`src/rtl/base_aframe.sv`:
```
// base_aframe -- multi-channel frame tracker for interleaved valid/ready/end
// streams. It observes the stream passively and never drives the ready signal.
// For every beat it flags whether the beat is the first or the last of a frame,
// and it gives the beat's index within that frame. One cycle after a frame
// completes, it reports the frame's length and channel.
//
// Optional feature (compile-time macro BASE_AFRAME_LENCHK_EN):
//   When defined, a frame that reaches maxbeats beats without an end marker is
//   force-terminated. The module then reports o_len = maxbeats together with a
//   one-cycle o_err pulse. When undefined, o_err is tied to 0 and the beat
//   counts simply saturate.
//
// Parameters:
//   cw       channel-id width (channel count = 2**cw)
//   bw       beat-counter width (counts saturate at 2**bw-1)
//   maxbeats maximum legal frame length (used only by the optional feature)
//
// Ports:
//   clk      clock
//   reset    asynchronous active-low reset
//   i_v      beat valid
//   i_r      beat ready (a beat is accepted when i_v & i_r)
//   i_e      end-of-frame marker on the current beat
//   i_c      channel id of the current beat
//   o_first  current beat opens a frame on channel i_c (combinational)
//   o_last   current beat ends the frame (combinational)
//   o_beat   index of the current beat within its frame (combinational)
//   o_busy   per-channel frame-in-progress vector (registered)
//   o_len_v  one-cycle pulse: a frame completed
//   o_len_c  channel of the completed frame (held between pulses)
//   o_len    length in beats of the completed frame (held between pulses)
//   o_err    one-cycle pulse: a frame overran maxbeats
module base_aframe #(
  parameter int cw       = 2,
  parameter int bw       = 8,
  parameter int maxbeats = 64
) (
  input  logic              clk,
  input  logic              reset,
  input  logic              i_v,
  input  logic              i_r,
  input  logic              i_e,
  input  logic [cw-1:0]     i_c,
  output logic              o_first,
  output logic              o_last,
  output logic [bw-1:0]     o_beat,
  output logic [2**cw-1:0]  o_busy,
  output logic              o_len_v,
  output logic [cw-1:0]     o_len_c,
  output logic [bw-1:0]     o_len,
  output logic              o_err
);

  localparam int            NCH     = 2**cw;
  localparam logic [bw-1:0] CNT_MAX = '1;

  if (cw < 1 || maxbeats < 2 || maxbeats > 2**bw-1) begin : g_param_check
    $error("base_aframe: illegal parameter combination");
  end

  // Per-channel state is gathered into these views for the shared datapath.
  logic [NCH-1:0] act_vec;
  logic [bw-1:0]  cnt_arr [NCH];

  logic          cur_act;
  logic [bw-1:0] cur_cnt;
  logic [bw-1:0] beat_inc;
  logic          accept;
  logic          force_term;
  logic          close;

  assign cur_act = act_vec[i_c];
  assign cur_cnt = cnt_arr[i_c];

  // These outputs depend only on the stored state of the addressed channel,
  // so they stay stable for as long as a stalled beat is held.
  assign o_first = i_v & ~cur_act;
  assign o_last  = i_v & i_e;
  assign o_beat  = (i_v & cur_act) ? cur_cnt : '0;

  // Next index, saturating. This value is also the length of the frame when
  // the current beat closes it. On a forced close, o_beat is maxbeats-1, and
  // maxbeats lies within the counter range, so this value then equals maxbeats.
  assign beat_inc = (o_beat == CNT_MAX) ? CNT_MAX : o_beat + bw'(1);
  assign accept   = i_v & i_r;

`ifdef BASE_AFRAME_LENCHK_EN
  localparam logic [bw-1:0] LAST_IDX = bw'(maxbeats - 1);
  assign force_term = accept & ~i_e & (o_beat == LAST_IDX);
`else
  assign force_term = 1'b0;
`endif

  assign close = accept & (i_e | force_term);

  // One independent state slice per channel. Only the slice addressed by i_c
  // reacts to an accepted beat.
  for (genvar gi = 0; gi < NCH; gi++) begin : g_chan
    logic          act_q;
    logic [bw-1:0] cnt_q;
    logic          hit;

    assign hit = accept & (i_c == cw'(gi));

    always_ff @(posedge clk or negedge reset) begin
      if (!reset) begin
        act_q <= 1'b0;
        cnt_q <= '0;
      end else if (hit) begin
        if (close) begin
          act_q <= 1'b0;
          cnt_q <= '0;
        end else begin
          act_q <= 1'b1;
          cnt_q <= beat_inc;
        end
      end
    end

    assign act_vec[gi] = act_q;
    assign cnt_arr[gi] = cnt_q;
  end

  assign o_busy = act_vec;

  // Completion report, one cycle after the closing beat.
  logic          len_v_q, len_v_d;
  logic [cw-1:0] len_c_q, len_c_d;
  logic [bw-1:0] len_q,   len_d;
  logic          err_q,   err_d;

  always_comb begin
    len_v_d = close;
    err_d   = force_term;
    len_c_d = len_c_q;
    len_d   = len_q;
    if (close) begin
      len_c_d = i_c;
      len_d   = beat_inc;
    end
  end

  always_ff @(posedge clk or negedge reset) begin
    if (!reset) begin
      len_v_q <= 1'b0;
      len_c_q <= '0;
      len_q   <= '0;
      err_q   <= 1'b0;
    end else begin
      len_v_q <= len_v_d;
      len_c_q <= len_c_d;
      len_q   <= len_d;
      err_q   <= err_d;
    end
  end

  assign o_len_v = len_v_q;
  assign o_len_c = len_c_q;
  assign o_len   = len_q;
  assign o_err   = err_q;

endmodule

```
`config.mk`:
```
export PLATFORM = sky130hd
export DESIGN_NAME = base_aframe
export DESIGN_NICKNAME = d
export VERILOG_FILES = /design/src/rtl/base_aframe.sv
export SDC_FILE = /design/constraint.sdc
export NUM_CORES = 1
export LEC_CHECK = 0
export CORE_ASPECT_RATIO = 0.8
export CORE_MARGIN = 2
export CORE_UTILIZATION = 54
export DETAILED_ROUTE_END_ITERATION = 7
export PLACE_DENSITY = 0.9
export SKIP_CTS_REPAIR_TIMING = 1
export SLEW_MARGIN = 0
export SYNTH_ARGS = -nofsm -noshare
export SYNTH_HDL_FRONTEND = slang
export SYNTH_SLANG_ARGS = --single-unit
```
`constraint.sdc`:
```
create_clock -name clk -period 3.3 [get_ports clk]
set_clock_uncertainty 0.05 [all_clocks]
set_input_delay 0.495 -clock clk [delete_from_list [all_inputs] [get_ports clk]]
set_output_delay 0.495 -clock clk [all_outputs]
set_load 0.05 [all_outputs]
```
==> results.sh <==
export IMPL_synth_top_cell_area_share=0.489
export IMPL_dp_cells=309
export IMPL_fin_crit_sh=0.887
export IMPL_io_pins=33
export IMPL_drive_gt1_frac=0.205
export IMPL_core_sq_um=4230
export IMPL_hold_viol_final=0
export IMPL_setup_ws_ns=0.372
export IMPL_fin_crit_ns=2.93
export IMPL_instances_no_fill=315
export IMPL_startpoint="i_c[0]"
export IMPL_endpoint_kind="flop"
export IMPL_netlist_instances=228
export IMPL_ys_async_sr_fraction=1.00
export IMPL_antenna_found_initial=0
export IMPL_first_pass_iters=4
export IMPL_rr_worst_depth=8
export IMPL_cts_htree_levels=2
export IMPL_leakagePower_nw=1.29
export IMPL_clkTransAtPathRegs_ns=0.08
export IMPL_setup_viol=0
export IMPL_grt_pass1_wl_um=9560
export IMPL_io_buffers=31
export IMPL_drt_total_wl_um=5870
export IMPL_worst_pin_slew_ns=1.02
export IMPL_synth_distinct_cells=43
export IMPL_worstHoldPathType="input pin to asynchronous set/reset pin"
export IMPL_status="finished clean"
export IMPL_cts_tree="built"
export IMPL_crit_type="input pin to flop"
export IMPL_dr_total_vias=1902
export IMPL_diodes=0
export IMPL_cts_buffer_depth=2
export IMPL_drc_errors=0
export IMPL_fp_dieW_um=78.6
export IMPL_dieHeight_um=63.7
export IMPL_cts_root_buf="clkbuf_8"
export IMPL_synth_avg_cell_area_sq_um=10.5
export IMPL_slew_headroom=0.321
export IMPL_synth_top_area_cell="dfrtp_1"
export IMPL_synth_main_ff_cell="dfrtp_1"
export IMPL_dp_hpwl_um=4140
export IMPL_vias_per_cell=6.04
export IMPL_synth_area_leaders="dfrtp_1 (49%), nand2_1 (8.1%), mux4_2 (6.6%)"
export IMPL_first_iter_violations=219
export IMPL_nets=267
export IMPL_syn_to_final_growth_pct=19.8
export IMPL_rows=21
export IMPL_grt_pass1_vias=1865
export IMPL_cp_data_required_time_ns=3.50
export IMPL_synth_fp_nets=236
export IMPL_r2r_start="g_chan[3].act_q$_DFFE_PN0P_"
export IMPL_globalRouteOverflowTotal=0
export IMPL_drt_met1_wl_um=2340
export IMPL_vdd_drop_max_mv=0.343
export IMPL_ys_warn_count=0
export IMPL_clk_latency_ns=0.30
export IMPL_met2WireLength_um=2850
export IMPL_crit_path_start_kind="input pin"
export IMPL_place_ws_ns=0.109
export IMPL_grt_setup_unrepaired="false"
export IMPL_fmax_mhz=342
export IMPL_die_area_sq_um=5010
export IMPL_synth_edf_count=0
export IMPL_syn_cell_area_sq_um=2400
export IMPL_start_util=0.568
export IMPL_drv_slew=0
export IMPL_arrival_ns=3.12
export IMPL_cts_sinks=47
export IMPL_top_layer="met4"
export IMPL_max_cap_violations=0
export IMPL_gp_congestion=0.900
export IMPL_wl_met3_um=614
export IMPL_critical_path_max_fanout=6
export IMPL_postRouteAntennaNets=0
export IMPL_track_usage=0.258
export IMPL_tns_ns=0
export IMPL_grt_max_degree=48
export IMPL_wl_per_cell_um=18.6
export IMPL_synth_seq_cells=47
export IMPL_synth_seq_area_share=0.489
export IMPL_powerDensity_nw_per_um2=427
export IMPL_cts_buffers_inserted=5
==> stage by stage <==
stage | cell area (sq um) | utilization | hold slack [ns] | power [mW]
3_5_place_dp | 2810 | 0.664 | 0.415 | 0.923
6_report | 2880 | 0.681 | 0.307 | 1.23
2_1_floorplan | 2400 | - | 0.149 | 0.830
3_3_place_gp | 2810 | 0.664 | 0.404 | 0.917
4_1_cts | 2880 | 0.681 | 0.350 | 1.23
5_1_grt | 2880 | 0.681 | 0.400 | 1.28
==> synth_stat cells (all sizes together), types with 3 or more instances <==
cell    number
nand2       52
dfrtp       47
o31ai       19
o21ai       11
clkbuf      10
buf          9
nor2         9
a22o         8
inv          7
mux4         7
and2         6
mux2i        6
mux2         4
nand3        4
or2          4
a21oi        3
or3          3
==> layer usage <==
metal	track usage	up-vias
met3	0.0573	9
met2	0.404	95
met5	0	-
met4	0.112	0
met1	0.346	933
li1	-	865
==> cell type report <==
| type | count | area [sq um] |
|---|---|---|
| timing repair buffer | 43 | 448 |
| sequential | 47 | 1180 |
| clock buffer | 6 | 72.6 |
| fill | 303 | 1350 |
| inverter | 7 | 26.3 |
| tap | 57 | 71.3 |
| multi-input combinational | 155 | 1090 |
==> critical path, stage by stage <==
cell and delay [ns]:
clkdlybuf4s50_1 0.62, nand2_1 0.12, o22ai_1 0.23, and2_1 0.23, ha_1 0.20, nand2_1 0.11
nor4_4 0.37, mux2i_1 0.50, mux2_2 0.24
==> cell usage in the layout (no fill, tap or decap), types with 2 or more instances in the layout <==
master and instances:
buf_4 15, mux4_2 7, o21ai_0 10, buf_12 6, nand2_1 52, a22o_1 8, o31ai_1 19, and2_1 5
a21oi_1 2, dfrtp_1 47, nand3_1 4, inv_1 6, clkdlybuf4s50_1 21, clkbuf_8 5, mux2_2 4, or3_1 2
nor2_1 9, or2_2 4, mux2i_1 6
==> power by group <==
group / switching (mW) / leakage [nW] / internal (mW)
Sequential: 0.0211 / 0.635 / 0.611
Combinational: 0.179 / 0.621 / 0.101
Clock: 0.177 / 0.0371 / 0.141
Total: 0.377 / 1.29 / 0.854
==> final timing paths <==
path,endpoint,slack [ns]
setup reg to reg,o_len[6]$_DFFE_PN0P_,0.78
hold reg to reg,g_chan[2].cnt_q[4]$_DFFE_PN0P_,0.43
hold / removal,o_len_c[1]$_DFFE_PN0P_,0.31
min in group clk,g_chan[2].cnt_q[4]$_DFFE_PN0P_,0.43
max in group asynchronous,g_chan[0].cnt_q[1]$_DFFE_PN0P_,2.25
setup / recovery,o_len[6]$_DFFE_PN0P_,0.37
==> flip-flops by register name (all words and copies together), names as in the netlist <==
signal,count
g_chan.act_q,4
g_chan.cnt_q,32
o_len,8
o_len_c,2
o_len_v,1
==> logic make-up (layout without fill, tap and decap cells) <==
group	Yosys count	in the layout	synth area share
simple gates	87	87	0.179
mux	17	17	0.109
fa+ha+maj	1	1	0.00520
compound gates	48	48	0.153
buf+inv	26	56	0.0593
xor+xnor	1	1	0.00364
other cells	1	1	0.00156
flops	47	47	0.489
(Power assumes the default switching activity.)
